[config.mk]
export PLATFORM = sky130hd
export DESIGN_NAME = pipe_adder
export DESIGN_NICKNAME = d
export VERILOG_FILES = /design/src/rtl/pipe_adder_pkg.sv /design/src/rtl/pipe_adder_slice.sv /design/src/rtl/pipe_adder.sv
export SDC_FILE = /design/constraint.sdc
export NUM_CORES = 1
export LEC_CHECK = 0
export ABC_AREA = 1
export BUFFER_PORTS_ARGS = -buffer_cell sky130_fd_sc_hd__buf_2
export CORE_MARGIN = 3
export CORE_UTILIZATION = 60
export CTS_BUF_LIST = sky130_fd_sc_hd__clkbuf_4
export DETAILED_ROUTE_END_ITERATION = 10
export PLACE_DENSITY = 0.83
export REMOVE_ABC_BUFFERS = 1
export SYNTH_ARGS = -nofsm -noshare
export SYNTH_HDL_FRONTEND = slang
export SYNTH_SLANG_ARGS = --single-unit
[constraint.sdc]
create_clock -name clk -period 2.7 [get_ports clk]
set_input_delay 0.27 -clock clk [delete_from_list [all_inputs] [get_ports clk]]
set_output_delay 0.27 -clock clk [all_outputs]
set_load 0.01 [all_outputs]
[src/rtl/pipe_adder_pkg.sv]
// Shared constants and types for the carry-pipelined adder (pipe_adder).
// The stage count is derived once here so the top and any wrappers agree on it.
package pipe_adder_pkg;

  localparam int DEFAULT_WIDTH = 16;
  localparam int DEFAULT_CHUNK = 4;

  // Per-stage control payload: occupancy and the carry handed to the next slice.
  // Slice sums are width-dependent, so they live in the stage's own registers.
  typedef struct packed {
    logic valid;
    logic carry;
  } stage_ctl_t;

  function automatic int calc_stages(input int width, input int chunk);
    return width / chunk;
  endfunction

endpackage

[src/rtl/pipe_adder_slice.sv]
// Combinational CHUNK-bit adder with carry-in and carry-out; one per pipeline stage.
module pipe_adder_slice #(
  parameter int CHUNK = 4
) (
  input  logic [CHUNK-1:0] a,
  input  logic [CHUNK-1:0] b,
  input  logic             cin,
  output logic [CHUNK-1:0] s,
  output logic             cout
);

  logic [CHUNK:0] total;

  assign total = {1'b0, a} + {1'b0, b} + {{CHUNK{1'b0}}, cin};
  assign s     = total[CHUNK-1:0];
  assign cout  = total[CHUNK];

endmodule

[src/rtl/pipe_adder.sv]
// WIDTH-bit adder with the carry chain split into CHUNK-bit registered stages and a
// valid/ready handshake on both sides. Optional signed overflow via PIPE_ADDER_OVF_EN.
module pipe_adder
  import pipe_adder_pkg::*;
#(
  parameter int WIDTH = DEFAULT_WIDTH,
  parameter int CHUNK = DEFAULT_CHUNK
) (
  input  logic             clk,
  input  logic             rst,
  input  logic             in_valid,
  output logic             in_ready,
  input  logic [WIDTH-1:0] a,
  input  logic [WIDTH-1:0] b,
  input  logic             cin,
  output logic             out_valid,
  input  logic             out_ready,
  output logic [WIDTH-1:0] s,
  output logic             cout
`ifdef PIPE_ADDER_OVF_EN
  ,
  output logic             ovf
`endif
);

  localparam int STAGES = calc_stages(WIDTH, CHUNK);

  logic [STAGES-1:0] adv;
  logic [STAGES-1:0] valid_vec;

  genvar gi;
  generate
    for (gi = 0; gi < STAGES; gi++) begin : gen_stage
      localparam int LO = gi * CHUNK;
      localparam int HI = LO + CHUNK;

      stage_ctl_t       ctl_reg;
      logic [HI-1:0]    sum_reg;
      logic [HI-1:0]    sum_next;
      logic [CHUNK-1:0] op_a;
      logic [CHUNK-1:0] op_b;
      logic [CHUNK-1:0] slice_sum;
      logic             carry_in;
      logic             slice_cout;
      logic             valid_in;
      logic             load;

      if (gi == 0) begin : gen_src
        assign op_a     = a[CHUNK-1:0];
        assign op_b     = b[CHUNK-1:0];
        assign carry_in = cin;
        assign valid_in = in_valid;
        assign sum_next = slice_sum;
      end else begin : gen_src
        assign op_a     = gen_stage[gi-1].gen_skew.a_reg[HI-1:LO];
        assign op_b     = gen_stage[gi-1].gen_skew.b_reg[HI-1:LO];
        assign carry_in = gen_stage[gi-1].ctl_reg.carry;
        assign valid_in = gen_stage[gi-1].ctl_reg.valid;
        assign sum_next = {slice_sum, gen_stage[gi-1].sum_reg};
      end

      pipe_adder_slice #(.CHUNK(CHUNK)) u_slice (
        .a    (op_a),
        .b    (op_b),
        .cin  (carry_in),
        .s    (slice_sum),
        .cout (slice_cout)
      );

      // A stage stalls only when it and every stage downstream hold a beat and the
      // consumer is not taking one; this is the unrolled form of the advance chain.
      assign valid_vec[gi] = ctl_reg.valid;
      assign adv[gi]       = ~(&valid_vec[STAGES-1:gi]) | out_ready;
      assign load          = adv[gi] & valid_in;

      // Data only moves with a real beat, so an empty pipeline keeps its last outputs.
      always_ff @(posedge clk) begin
        if (rst) begin
          ctl_reg <= '0;
          sum_reg <= '0;
        end else begin
          if (adv[gi]) begin
            ctl_reg.valid <= valid_in;
          end
          if (load) begin
            ctl_reg.carry <= slice_cout;
            sum_reg       <= sum_next;
          end
        end
      end

      // Upper operand slices ride along until their own stage consumes them.
      if (gi < STAGES - 1) begin : gen_skew
        logic [WIDTH-1:HI] a_reg;
        logic [WIDTH-1:HI] b_reg;
        logic [WIDTH-1:HI] a_next;
        logic [WIDTH-1:HI] b_next;

        if (gi == 0) begin : gen_tap
          assign a_next = a[WIDTH-1:HI];
          assign b_next = b[WIDTH-1:HI];
        end else begin : gen_tap
          assign a_next = gen_stage[gi-1].gen_skew.a_reg[WIDTH-1:HI];
          assign b_next = gen_stage[gi-1].gen_skew.b_reg[WIDTH-1:HI];
        end

        always_ff @(posedge clk) begin
          if (rst) begin
            a_reg <= '0;
            b_reg <= '0;
          end else if (load) begin
            a_reg <= a_next;
            b_reg <= b_next;
          end
        end
      end

`ifdef PIPE_ADDER_OVF_EN
      // The last slice sees the skewed sign bits of both operands and the sum's sign.
      if (gi == STAGES - 1) begin : gen_ovf
        logic ovf_reg;

        always_ff @(posedge clk) begin
          if (rst) begin
            ovf_reg <= 1'b0;
          end else if (load) begin
            ovf_reg <= (op_a[CHUNK-1] == op_b[CHUNK-1]) &&
                       (slice_sum[CHUNK-1] != op_a[CHUNK-1]);
          end
        end
      end
`endif
    end
  endgenerate

  assign in_ready  = adv[0] & ~rst;
  assign out_valid = valid_vec[STAGES-1];
  assign s         = gen_stage[STAGES-1].sum_reg;
  assign cout      = gen_stage[STAGES-1].ctl_reg.carry;

`ifdef PIPE_ADDER_OVF_EN
  assign ovf = gen_stage[STAGES-1].gen_ovf.ovf_reg;
`endif

endmodule
After elaboration in Yosys (flattened, before gate mapping)
Index checks and enable logic that the tools add are counted.

Add/subtract/negate cells: 8. Multipliers: 0. Divide/modulo/power cells: 0. Order comparisons: 0. Equal/unequal tests: 0. Shift operators: 0. Multiplexer cells: 0. Bitwise logic cells: 14. Reduce and logical (&&, ||, !) cells: 3.

Operator list (count): 4-bit by 4-bit adder with 5-bit output (4); 5-bit by 1-bit adder with 5-bit output (4); 1-bit bitwise AND (5); 1-bit NOT (5); 1-bit bitwise OR (4); 4-bit AND reduction (1); 3-bit AND reduction (1); 2-bit AND reduction (1).

Bits in registers: 96. Latch bits: 0. Bits in writable memories: 0. Memory bits (read-only): 0. Bits of input ports: 37. Output and inout port bits: 19. Logic and storage cells: 43. Memories kept: 0.

Logic depth before layout (Yosys ltp)
Gate-level depths: netlist (run 1).

Depth after elaboration: 4. Depth in mapped cells: 8. Depth with buffers taken out: 8.

Cells and area by module
From an unflattened synthesis (run 1), not the netlist that was laid out.

Cell total of the unflattened synthesis: 637. Area, all modules: 4460.5 um^2.

By module, submodules not included: pipe_adder (instances 1, cells each 541, area an instance 3814.9 um^2, sequential area each 1921.8 um^2); pipe_adder_slice at gen_stage[0].u_slice ... (instances 3, cells each 25, area an instance 165.2 um^2, sequential area each 0.0 um^2); pipe_adder_slice at gen_stage[1].u_slice (instances 1, cells each 21, area an instance 150.1 um^2, sequential area each 0.0 um^2).

Worst setup path after synthesis (run 1)
Ideal clock, no wire load.

Kind: reg2reg. Start point: register gen_stage[0].gen_skew.a_reg[4] (netlist name). End point: register gen_stage[1].sum_reg[6]. Setup time: 0.116 ns. Arrival: 1.511 ns. Required time: 2.584 ns. Setup slack: 1.073 ns. Cell stages (with the launch flop): 6. Path buffers: 0. Period minus slack after synthesis: 1.627 ns. Cells stage by stage: dfxtp_1 -> fa_1 -> fa_1 -> xor2_1 -> o21ai_0 -> nor2_1.

Cells in the longest elaborated chain, start to end: 2.

Ends and longest elaborated chain: start, declared (RTL line pipe_adder.sv:94) `logic [WIDTH-1:HI] a_reg;`; start signal, assigned (RTL line pipe_adder.sv:112) `a_reg <= a_next;`; 4-bit by 4-bit adder with 5-bit output (RTL line pipe_adder_slice.sv:14) `assign total = {1'b0, a} + {1'b0, b} + {{CHUNK{1'b0}}, cin};`; 5-bit by 1-bit adder with 5-bit output (RTL line pipe_adder_slice.sv:14); end signal, assigned (RTL line pipe_adder.sv:87) `sum_reg <= sum_next;`; end, declared (RTL line pipe_adder.sv:38) `logic [HI-1:0] sum_reg;`.

Every way passes these cells. A chain may end at the register's enable or synchronous reset.

Worst setup path in the final report (run 1)
Start point: register gen_stage[0].gen_skew.a_reg[4] (netlist name). End point: register gen_stage[1].ctl_reg, in the netlist gen_stage[2].carry_in.

Cells in the longest elaborated chain, start to end: 2.

Ends and longest elaborated chain: 4-bit by 4-bit adder with 5-bit output (RTL line pipe_adder_slice.sv:14); 5-bit by 1-bit adder with 5-bit output (RTL line pipe_adder_slice.sv:14); end, declared (RTL line pipe_adder.sv:37) `stage_ctl_t ctl_reg;`.

Every way passes these cells.

==> impl_metrics.py, run 1 <==
metrics = {
    "floorplanning": {
        "placeableCoreArea_sq_um": 6422,
        "floorplan.initialDensity": 0.6295,
        "design.die.area_sq_um": 7759,
        "die_width_um": 88.09,
        "io_pins": 56,
        "core.rowCount": 29,
        "fp.dieH_um": 88.09,
    },
    "setup_path": {
        "crit_path_frequent_cell": "sky130_fd_sc_hd__fa_1",
        "crit_chain": "fa_1, fa_1, nand3_1, nand2_1, o21ai_0, nor2_1",
        "ff2ff_setup_slack_ns": 0.92,
        "timing.critical_path.to": "gen_stage[2].carry_in$_SDFFE_PP0P_",
        "critPathSlowestCell": "sky130_fd_sc_hd__fa_1",
        "timing.reg2reg.worst_path_depth": 6,
        "startpoint_kind_of_the_worst_setup_timing_path": "register",
        "critical_path_peak_fanout": 2,
        "critPathKind": "register to register",
        "worst_ep_arrival_time_ns": 2.11,
        "worst_ep_required_time_ns": 3.03,
        "cp_slowest_stage_delay_ns": 0.48,
        "reg_to_reg_startpoint": "gen_stage[0].gen_skew.a_reg[4]$_SDFFE_PP0P_",
        "worstReg2RegEnd": "gen_stage[2].carry_in$_SDFFE_PP0P_",
        "cp-startpoint": "gen_stage[0].gen_skew.a_reg[4]$_SDFFE_PP0P_",
        "worstSetupEndpointType": "register",
    },
    "layout": {
        "multi_input_area_sq_um": 1874,
        "layout.cells.most_common": "sky130_fd_sc_hd__nor2_1",
        "share_of_cells_above_drive_strength_1": 0.1840,
        "antennaDiodeCount": 0,
        "finalNetCount": 601,
        "commonest_non_fill_non_tap_cells_in_the_layout": "115 x sky130_fd_sc_hd__nor2_1, 96 x sky130_fd_sc_hd__dfxtp_1, 60 x sky130_fd_sc_hd__o21ai_0, 55 x sky130_fd_sc_hd__buf_2, 46 x sky130_fd_sc_hd__nand2_1",
        "finish.cell_count_without_fillers": 626,
        "final-seq-area_sq_um": 1922,
        "final_util": 0.6910,
        "synthToLayoutAreaGrowth_pct": 9.780,
        "num-fill-cells": 541,
    },
    "global_route": {
        "grt_max_degree": 66,
        "gr-usage-all-layers": 0.2123,
        "number_of_global_route_vias_before_repair": 2987,
        "grt_antenna_before_repair": 0,
        "grt_first_pass_wirelength_um": 13130,
        "globalRoute.totalOverflow": 0,
    },
    "pwr": {
        "sw_ratio": 0.2544,
        "worst_case_vdd_ir_drop_mv": 0.2568,
        "p_int_mw": 1.990,
        "leakage_nw": 1.945,
        "pwr-share-comb": 0.117,
        "clock_network_power_share": 0.307,
        "power-per-cell-area_nw_per_um2": 601.3,
        "total_switching_power_mw": 0.6789,
        "seq_power_share": 0.576,
    },
    "placement": {
        "io_buffers": 55,
        "dp_hpwl_um": 5279,
        "gp_routability_congestion": 0.7884,
        "placed_cells_incl_taps": 610,
    },
    "run": {
        "max_cap_violation_count": 0,
    },
    "clock_tree": {
        "cts_post_setup_buffers_inserted": 0,
        "cts.hold.buffers_added": 0,
        "clkSlewWorstSetupHoldPaths_ns": 0.15,
        "cts-buffers-inserted": 9,
        "clock_insertion_delay_worst_skew_ns": 0.43,
        "deepest_level_of_the_cts_h_tree": 3,
        "clock-root-buffer": "sky130_fd_sc_hd__clkbuf_4",
        "cts_sinks": 96,
        "cts-root-to-sink-buffers": 2,
        "clock_tree_from_tritoncts": "built",
        "cts_resized": 0,
    },
    "yosys": {
        "syn_area_sq_um": 4043,
        "ys_seq_area_frac": 0.4754,
        "netlist.top_cell.by_area": "sky130_fd_sc_hd__dfxtp_1",
        "synth-warning-count": 0,
        "synthesis.instances": 505,
        "syn-mean-instance-area_sq_um": 8.005,
        "netlist_top_cells_area": "sky130_fd_sc_hd__dfxtp_1 48%, sky130_fd_sc_hd__nor2_1 11%, sky130_fd_sc_hd__o21ai_0 7.4%",
        "ffs_latches_synth": 96,
        "synth.lib_cells_used.distinct": 26,
        "synth_top_cell_area_share": 0.4754,
    },
    "detailed_routing": {
        "drt-total-wl_um": 7773,
        "route.detailed.vias_per_inst": 5.243,
        "drc": 0,
        "drt_first_iter_violations": 149,
        "drt_pass1_iterations": 4,
        "detail-route-antenna-nets": 0,
        "num_vias": 3282,
        "post_drt_wl_per_cell_um": 12.42,
    },
    "timing": {
        "relSlewSlack": 0.5296,
        "fin_setup_tns_ns": 0,
        "max_clock_freq_mhz": 561.1,
        "tightestPinTransition_ns": 0.7039,
        "hold_viol_final": 0,
        "finalMaxSlewViolations": 0,
        "rsz0062_at_grt": "false",
        "clock_skew_ns": 0.02072,
        "clock_period_minus_worst_slack_ns": 1.782,
        "whs_ns": 0.08698,
        "fin_crit_sh": 0.6601,
        "finalSetupViolations": 0,
    },
    "hold_path": {
        "worstHoldPathType": "input port to register",
    },
    "outcome": {
        "outcome": "complete, no violations",
    },
}
==> per-layer routing <==
layer  global-route usage  vias to the layer above  share of wire
met5                    0                        -              0
met4              0.07692                        0          0.015
met3              0.03387                       11          0.039
met2               0.3726                       65           0.48
met1               0.2636                     1486           0.46
li1                     -                     1720              -
==> worst max-delay path: cells and delay by family (launching register included) <==
kind            cells  cell delay (ns)
compound gates      1             0.21
fa+ha+maj           2             0.89
flops               1             0.37
simple gates        3             0.21
==> worst min path at each step <==
stage / from / endpoint / slack (ns) / depth (start not counted)
floorplan: rst / gen_stage[0].gen_skew.a_reg[4]$_SDFFE_PP0P_ / 0.33 / 1
global placement: gen_stage[0].gen_skew.a_reg[10]$_SDFFE_PP0P_ / gen_stage[0].gen_skew.a_reg[10]$_SDFFE_PP0P_ / 0.45 / 2
detailed placement: gen_stage[0].gen_skew.b_reg[15]$_SDFFE_PP0P_ / gen_stage[0].gen_skew.b_reg[15]$_SDFFE_PP0P_ / 0.45 / 2
CTS: a[12] / gen_stage[0].gen_skew.a_reg[12]$_SDFFE_PP0P_ / 0.07 / 3
global route: a[13] / gen_stage[0].gen_skew.a_reg[13]$_SDFFE_PP0P_ / 0.08 / 3
finish: a[12] / gen_stage[0].gen_skew.a_reg[12]$_SDFFE_PP0P_ / 0.09 / 3
==> through the flow <==
| stage | power, mW | cell area [sq um] | setup WS, ns |
|---|---|---|---|
| finish | 2.668 | 4438 | 0.9178 |
| floorplan | 1.765 | 3890 | 1.069 |
| global route | 2.795 | 4438 | 0.8569 |
| global placement | 1.860 | 4284 | 1.021 |
| detailed placement | 1.880 | 4284 | 0.9415 |
| CTS | 2.683 | 4438 | 0.9026 |
==> logic make-up after synthesis <==
group | after synthesis | synth area share
adder cells (fa/ha/maj) | 20 | 0.07675
buffers and inverters | 55 | 0.06097
AND/OR/NAND/NOR | 220 | 0.2327
flip-flops | 96 | 0.4754
XOR/XNOR | 4 | 0.008668
AO/OA/AOI/OAI | 110 | 0.1455
==> final cells by class <==
type                            count  area share
Clock inverter                      7     0.01945
Inverter                           25     0.02114
Timing Repair Buffer               58     0.06710
Tap cell                           77     0.02171
Multi-Input combinational cell    354      0.4223
Sequential cell                    96      0.4330
Clock buffer                        9     0.01522
==> power groups by stage <==
| stage | Sequential (mW) | Clock (mW) | Combinational [mW] |
|---|---|---|---|
| after detailed placement | 1.57 | 0 | 0.312 |
| after floorplan | 1.56 | 0 | 0.203 |
| after global placement | 1.56 | 0 | 0.297 |
| final | 1.54 | 0.819 | 0.313 |
| after CTS | 1.54 | 0.832 | 0.314 |
| after global routing | 1.55 | 0.886 | 0.362 |
==> cells in the mapped netlist <==
cell type / n
sky130_fd_sc_hd__nor2_1: 115
sky130_fd_sc_hd__dfxtp_1: 96
sky130_fd_sc_hd__o21ai_0: 60
sky130_fd_sc_hd__nand2_1: 46
sky130_fd_sc_hd__a21oi_1: 40
sky130_fd_sc_hd__nand3_1: 39
sky130_fd_sc_hd__inv_1: 23
sky130_fd_sc_hd__buf_2: 16
sky130_fd_sc_hd__ha_1: 12
sky130_fd_sc_hd__nand2_2: 12
sky130_fd_sc_hd__a21oi_2: 10
sky130_fd_sc_hd__clkbuf_1: 10
sky130_fd_sc_hd__fa_1: 8
sky130_fd_sc_hd__xor2_1: 3
sky130_fd_sc_hd__inv_2: 2
sky130_fd_sc_hd__nand2_4: 2
sky130_fd_sc_hd__nand4_1: 2
sky130_fd_sc_hd__buf_1: 1
sky130_fd_sc_hd__buf_6: 1
sky130_fd_sc_hd__buf_8: 1
sky130_fd_sc_hd__clkbuf_2: 1
sky130_fd_sc_hd__nand3b_1: 1
sky130_fd_sc_hd__nor2_2: 1
sky130_fd_sc_hd__nor2_4: 1
sky130_fd_sc_hd__or2_2: 1
sky130_fd_sc_hd__xnor2_1: 1
(Power assumes the default switching activity.)
==> inputs of run 2 (changes only) <==
--- a/config.mk
+++ b/config.mk
@@ -5,13 +5,13 @@
 export SDC_FILE = /design/constraint.sdc
 export NUM_CORES = 1
 export LEC_CHECK = 0
-export ABC_AREA = 1
+export ABC_AREA = 0
 export BUFFER_PORTS_ARGS = -buffer_cell sky130_fd_sc_hd__buf_2
 export CORE_MARGIN = 3
-export CORE_UTILIZATION = 60
+export CORE_UTILIZATION = 53
 export CTS_BUF_LIST = sky130_fd_sc_hd__clkbuf_4
 export DETAILED_ROUTE_END_ITERATION = 10
-export PLACE_DENSITY = 0.83
+export PLACE_DENSITY = 0.78
 export REMOVE_ABC_BUFFERS = 1
 export SYNTH_ARGS = -nofsm -noshare
 export SYNTH_HDL_FRONTEND = slang
==> constraint.sdc (replaced) <==
create_clock -name clk -period 1.5 [get_ports clk]
set_input_delay 0.15 -clock clk [delete_from_list [all_inputs] [get_ports clk]]
set_output_delay 0.15 -clock clk [all_outputs]
set_load 0.01 [all_outputs]
==> impl_metrics.py, run 2 <==
metrics = {
    "timing": {
        "hold_viol_final": 0,
        "tightestPinTransition_ns": 0.3500,
        "clock_period_minus_worst_slack_ns": 1.701,
        "rsz0062_at_grt": "true",
        "finalMaxSlewViolations": 0,
        "clock_skew_ns": 0.007802,
        "fin_ws_ns": -0.2010,
        "fin_crit_sh": 1.134,
        "whs_ns": 0.05487,
        "relSlewSlack": 0.7667,
        "finalSetupViolations": 10,
        "max_clock_freq_mhz": 587.9,
        "fin_setup_tns_ns": -0.8013,
    },
    "setup_path": {
        "startpoint_kind_of_the_worst_setup_timing_path": "register",
        "worstReg2RegEnd": "gen_stage[1].sum_reg[6]$_SDFFE_PP0P_",
        "crit_path_frequent_cell": "sky130_fd_sc_hd__fa_2",
        "critical_path_cell_count": 5,
        "cp-startpoint": "gen_stage[1].carry_in$_SDFFE_PP0P_",
        "timing.critical_path.to": "gen_stage[1].sum_reg[6]$_SDFFE_PP0P_",
        "timing.reg2reg.worst_path_depth": 5,
        "cp_slowest_stage_delay_ns": 0.41,
        "crit_chain": "fa_2, fa_2, buf_4, xnor2_1, a211oi_1",
        "reg_to_reg_startpoint": "gen_stage[1].carry_in$_SDFFE_PP0P_",
        "worst_ep_arrival_time_ns": 2.06,
        "critPathSlowestCell": "sky130_fd_sc_hd__fa_2",
        "worstSetupEndpointType": "register",
        "cp_top_family": "adder cells",
        "cp_num_buf_inv": 1,
        "ff2ff_setup_slack_ns": -0.20,
        "worst_ep_required_time_ns": 1.86,
        "critical_path_peak_fanout": 2,
        "critPathKind": "register to register",
    },
    "detailed_routing": {
        "drt_pass1_iterations": 4,
        "drt_first_iter_violations": 141,
        "drc": 0,
        "post_drt_wl_per_cell_um": 13.03,
        "num_vias": 3433,
        "route.detailed.vias_per_inst": 5.186,
        "drt-total-wl_um": 8628,
        "detail-route-antenna-nets": 0,
    },
    "global_route": {
        "gr-usage-all-layers": 0.2106,
        "grt_max_degree": 30,
        "number_of_global_route_vias_before_repair": 3338,
        "globalRoute.totalOverflow": 0,
        "grt_first_pass_wirelength_um": 14420,
        "grt_antenna_before_repair": 0,
    },
    "yosys": {
        "most_common_cell_in_the_synthesized_netlist": "sky130_fd_sc_hd__nand2_1",
        "synth-warning-count": 0,
        "syn-mean-instance-area_sq_um": 8.316,
        "synthesis.instances": 469,
        "netlist.top_cell.by_area": "sky130_fd_sc_hd__dfxtp_1",
        "synth_enable_flop_cells": 0,
        "synth.lib_cells_used.distinct": 37,
        "ys_seq_area_frac": 0.4928,
        "ffs_latches_synth": 96,
        "syn_area_sq_um": 3900,
        "synth_async_sr_flop_share": 0,
        "synthFlopType": "sky130_fd_sc_hd__dfxtp_1",
        "synth_top_cell_area_share": 0.4928,
        "netlist_top_cells_area": "sky130_fd_sc_hd__dfxtp_1 49%, sky130_fd_sc_hd__nand2_1 16%, sky130_fd_sc_hd__a21oi_1 11%",
        "synthTopCellsByCount": "162 x sky130_fd_sc_hd__nand2_1, 96 x sky130_fd_sc_hd__dfxtp_1, 87 x sky130_fd_sc_hd__a21oi_1, 15 x sky130_fd_sc_hd__inv_1, 13 x sky130_fd_sc_hd__buf_2",
    },
    "floorplanning": {
        "io_pins": 56,
        "design.die.area_sq_um": 8424,
        "placeableCoreArea_sq_um": 6982,
        "floorplan.initialDensity": 0.5586,
        "core.rowCount": 30,
        "fp.dieH_um": 91.78,
        "die_width_um": 91.78,
    },
    "placement": {
        "post-place-ws_ns": -0.2930,
        "io_buffers": 55,
        "gp_routability_congestion": 0.7910,
        "dp_hpwl_um": 5986,
    },
    "hold_path": {
        "hold_depth": 3,
        "worstHoldPathType": "input port to register",
    },
    "layout": {
        "commonest_non_fill_non_tap_cells_in_the_layout": "162 x sky130_fd_sc_hd__nand2_1, 84 x sky130_fd_sc_hd__a21oi_1, 84 x sky130_fd_sc_hd__dfxtp_1, 55 x sky130_fd_sc_hd__buf_2, 28 x sky130_fd_sc_hd__buf_4",
        "share_of_cells_above_drive_strength_1": 0.2420,
        "synthToLayoutAreaGrowth_pct": 24.22,
        "layout.cells.most_common": "sky130_fd_sc_hd__nand2_1",
        "finalNetCount": 618,
        "final_util": 0.6939,
        "antennaDiodeCount": 0,
        "num-fill-cells": 587,
    },
    "clock_tree": {
        "clock_insertion_delay_worst_skew_ns": 0.43,
        "clock_tree_from_tritoncts": "built",
        "cts_sinks": 96,
        "cts-buffers-inserted": 9,
        "deepest_level_of_the_cts_h_tree": 3,
        "clkSlewWorstSetupHoldPaths_ns": 0.14,
        "clock-root-buffer": "sky130_fd_sc_hd__clkbuf_4",
        "cts-root-to-sink-buffers": 2,
    },
    "pwr": {
        "design_power_total_mw": 4.317,
        "power-per-cell-area_nw_per_um2": 891.2,
        "leakage_nw": 1.935,
        "worst_case_vdd_ir_drop_mv": 0.5443,
    },
    "outcome": {
        "outcome": "finished, violations left",
        "violations_in_the_final_reports": "setup timing",
    },
    "run": {
        "max_cap_violation_count": 0,
    },
}
==> run 2: logic make-up after synthesis <==
family,after synthesis,synth area share
AND/OR/NAND/NOR,193,0.2028
buffers and inverters,45,0.05614
flip-flops,96,0.4928
adder cells (fa/ha/maj),20,0.07956
AO/OA/AOI/OAI,110,0.1575
XOR/XNOR,5,0.01123
==> run 2: timing repair <==
item | in CTS | in global routing
endpoints found under the setup margin | 12 | 14
pin swaps | 15 | 15
gates resized for setup | 25 | 13
hold buffers | 25 | 0
buffers inserted | 4 | 3
hold endpoints to repair | 25 | 0
==> run 2: worst reg2reg max path: stages (launching register included) <==
cell,delay [ns]
sky130_fd_sc_hd__dfxtp_2,0.36
sky130_fd_sc_hd__fa_2,0.41
sky130_fd_sc_hd__fa_2,0.38
sky130_fd_sc_hd__buf_4,0.14
sky130_fd_sc_hd__xnor2_1,0.12
sky130_fd_sc_hd__a211oi_1,0.22
==> run 2: per-layer routing <==
metal  global-route usage  share of wire
met5                    0              0
met4               0.1163          0.029
met3              0.02953          0.030
met2               0.3719           0.52
met1               0.2444           0.42
==> run 2: how the worst min path moves through the flow <==
stage                                                               to  startpoint
after floorplan           gen_stage[0].gen_skew.a_reg[10]$_SDFFE_PP0P_         rst
after global placement     gen_stage[0].gen_skew.a_reg[7]$_SDFFE_PP0P_        a[7]
after detailed placement  gen_stage[0].gen_skew.a_reg[10]$_SDFFE_PP0P_       a[10]
after CTS                                       out_valid$_SDFFE_PP0N_   out_ready
after global routing                            out_valid$_SDFFE_PP0N_   out_ready
final                                           out_valid$_SDFFE_PP0N_   out_ready
==> run 2: cell type report <==
| class | count | area, sq um | area share |
|---|---|---|---|
| Clock buffer | 9 | 67.56 | 0.01395 |
| Clock inverter | 7 | 38.79 | 0.008006 |
| Inverter | 16 | 60.06 | 0.01240 |
| Multi-Input combinational cell | 328 | 1849 | 0.3817 |
| Sequential cell | 96 | 1942 | 0.4008 |
| Tap cell | 96 | 120.1 | 0.02479 |
| Timing Repair Buffer | 110 | 767.0 | 0.1583 |
==> run 2: report_power, final <==
group	internal (mW)	total [mW]	switching, mW
Clock	0.324	1.15	0.829
Combinational	0.228	0.483	0.255
Sequential	2.63	2.68	0.0498
==> run 2: per-stage QoR <==
step / instances / area [sq um]
after floorplan: 440 / 3741
after global placement: 614 / 4325
after detailed placement: 614 / 4325
after CTS: 659 / 4770
after global routing: 662 / 4845
final: 662 / 4845
==> inputs of run 3 (changes only) <==
--- a/config.mk
+++ b/config.mk
@@ -7,7 +7,7 @@
 export LEC_CHECK = 0
 export ABC_AREA = 0
 export BUFFER_PORTS_ARGS = -buffer_cell sky130_fd_sc_hd__buf_2
-export CORE_MARGIN = 3
+export CORE_MARGIN = 4
 export CORE_UTILIZATION = 53
 export CTS_BUF_LIST = sky130_fd_sc_hd__clkbuf_4
 export DETAILED_ROUTE_END_ITERATION = 10
==> impl_metrics.py, run 3 (same netlist as run 2, synthesis figures left out) <==
metrics = {
    "placement": {
        "io_buffers": 55,
        "dp_hpwl_um": 5891,
        "gp_routability_congestion": 0.8077,
    },
    "setup_path": {
        "startpoint_kind_of_the_worst_setup_timing_path": "register",
        "timing.reg2reg.worst_path_depth": 6,
        "cp_slowest_stage_delay_ns": 0.41,
        "cp-startpoint": "gen_stage[2].gen_skew.a_reg[12]$_SDFFE_PP0P_",
        "critPathSlowestCell": "sky130_fd_sc_hd__fa_2",
        "worstReg2RegEnd": "cout$_SDFFE_PP0P_",
        "crit_chain": "inv_2, fa_2, fa_2, nor2b_1, o21ai_1, a211oi_1",
        "timing.critical_path.to": "cout$_SDFFE_PP0P_",
        "critical_path_peak_fanout": 2,
        "ff2ff_setup_slack_ns": -0.14,
        "critical_path_cell_count": 6,
        "cp_num_buf_inv": 1,
        "cp_top_family": "adder cells",
        "reg_to_reg_startpoint": "gen_stage[2].gen_skew.a_reg[12]$_SDFFE_PP0P_",
        "critPathKind": "register to register",
        "worstSetupEndpointType": "register",
        "crit_path_frequent_cell": "sky130_fd_sc_hd__fa_2",
        "worst_ep_required_time_ns": 1.85,
        "worst_ep_arrival_time_ns": 1.99,
    },
    "run": {
        "max_cap_violation_count": 0,
    },
    "clock_tree": {
        "clock_insertion_delay_worst_skew_ns": 0.42,
        "clock-root-buffer": "sky130_fd_sc_hd__clkbuf_4",
        "clkSlewWorstSetupHoldPaths_ns": 0.13,
        "cts_sinks": 96,
        "cts-buffers-inserted": 9,
        "deepest_level_of_the_cts_h_tree": 3,
        "cts-root-to-sink-buffers": 2,
        "clock_tree_from_tritoncts": "built",
    },
    "timing": {
        "finalMaxSlewViolations": 0,
        "relSlewSlack": 0.8156,
        "fin_setup_tns_ns": -0.6222,
        "whs_ns": 0.09010,
        "clock_skew_ns": 0.01077,
        "fin_ws_ns": -0.1360,
        "finalSetupViolations": 11,
        "rsz0062_at_grt": "true",
        "tightestPinTransition_ns": 0.2761,
        "clock_period_minus_worst_slack_ns": 1.636,
        "hold_viol_final": 0,
        "max_clock_freq_mhz": 611.2,
        "fin_crit_sh": 1.091,
    },
    "layout": {
        "commonest_non_fill_non_tap_cells_in_the_layout": "161 x sky130_fd_sc_hd__nand2_1, 86 x sky130_fd_sc_hd__dfxtp_1, 82 x sky130_fd_sc_hd__a21oi_1, 55 x sky130_fd_sc_hd__buf_2",
        "finalNetCount": 616,
        "antennaDiodeCount": 0,
        "share_of_cells_above_drive_strength_1": 0.2394,
        "synthToLayoutAreaGrowth_pct": 24.19,
        "layout.cells.most_common": "sky130_fd_sc_hd__nand2_1",
        "num-fill-cells": 619,
    },
    "detailed_routing": {
        "route.detailed.vias_per_inst": 5.011,
        "post_drt_wl_per_cell_um": 12.52,
        "num_vias": 3322,
        "drt_pass1_iterations": 4,
        "drt_first_iter_violations": 116,
        "drt-total-wl_um": 8300,
        "detail-route-antenna-nets": 0,
        "drc": 0,
    },
    "global_route": {
        "globalRoute.totalOverflow": 0,
        "gr-usage-all-layers": 0.1981,
        "grt_max_degree": 46,
        "grt_first_pass_wirelength_um": 14030,
        "grt_antenna_before_repair": 0,
        "number_of_global_route_vias_before_repair": 3142,
    },
    "pwr": {
        "leakage_nw": 1.934,
        "worst_case_vdd_ir_drop_mv": 0.6156,
        "power-per-cell-area_nw_per_um2": 889.9,
    },
    "hold_path": {
        "worstHoldPathType": "input port to register",
        "timing.hold.worst.start": "out_ready",
    },
    "floorplanning": {
        "die_width_um": 93.78,
        "core.rowCount": 31,
        "io_pins": 56,
        "design.die.area_sq_um": 8795,
        "fp.dieH_um": 93.78,
        "placeableCoreArea_sq_um": 7214,
        "floorplan.initialDensity": 0.5406,
    },
    "outcome": {
        "outcome": "finished, violations left",
        "violations_in_the_final_reports": "setup timing",
    },
}
-- run 3: worst min path at each step --
stage | cells after the start | endpoint | slack [ns]
4_1_cts | 3 | out_valid$_SDFFE_PP0N_ | 0.05
3_3_place_gp | 3 | gen_stage[0].gen_skew.b_reg[15]$_SDFFE_PP0P_ | 0.39
5_1_grt | 3 | gen_stage[3].valid_in$_SDFFE_PP0N_ | 0.08
6_report | 3 | out_valid$_SDFFE_PP0N_ | 0.09
3_5_place_dp | 3 | gen_stage[0].gen_skew.a_reg[8]$_SDFFE_PP0P_ | 0.40
2_1_floorplan | 1 | gen_stage[0].gen_skew.a_reg[10]$_SDFFE_PP0P_ | 0.22
-- run 3: layer usage --
metal / vias up / routed length [um] / GRT usage
li1: 1719 / - / -
met1: 1520 / 3768 / 0.2568
met4: 0 / 148 / 0.08544
met2: 71 / 4027 / 0.3294
met5: - / 0 / 0
met3: 12 / 354 / 0.02724
-- run 3: report_power, final --
part	leakage, nW	switching (mW)	internal, mW
combinational	1.08	0.253	0.231
clock	0.0678	0.781	0.364
sequential	0.786	0.0505	2.63
-- run 3: timing repair --
action | 4_1_cts | 5_1_grt
setup buffers | 1 | 3
hold buffers | 25 | 0
gates resized for setup | 23 | 14
endpoints found under the setup margin | 12 | 17
pin swaps | 15 | 10
hold endpoints to repair | 25 | 0
-- run 3: area by class of cell --
class	instances	area [sq um]	share of cell area
tap	99	123.9	0.02557
clock buffer	11	82.58	0.01705
inverter	16	60.06	0.01240
sequential	96	1939	0.4004
timing repair buffer	108	773.2	0.1596
clock inverter	5	23.77	0.004908
multi-input combinational	328	1841	0.3800
-- run 3: metrics by stage --
stage	instance area, sq um	setup slack, ns	cells	power (mW)	util
final	4843	-0.1360	663	4.310	0.6713
after detailed placement	4349	-0.2653	618	3.154	0.6028
after floorplan	3741	-0.4052	440	2.934	-
after global placement	4349	-0.2274	618	3.138	0.6028
after global routing	4843	-0.2175	663	4.522	0.6713
after CTS	4765	-0.1381	660	4.334	0.6604
-- run 3: tightest hold or removal path: cells and delay by family --
family / cells / cell delay, ns
buffers and inverters: 1 / 0.12
AOI/OAI and AO/OA: 1 / 0.07
and+or+nand+nor: 1 / 0.14
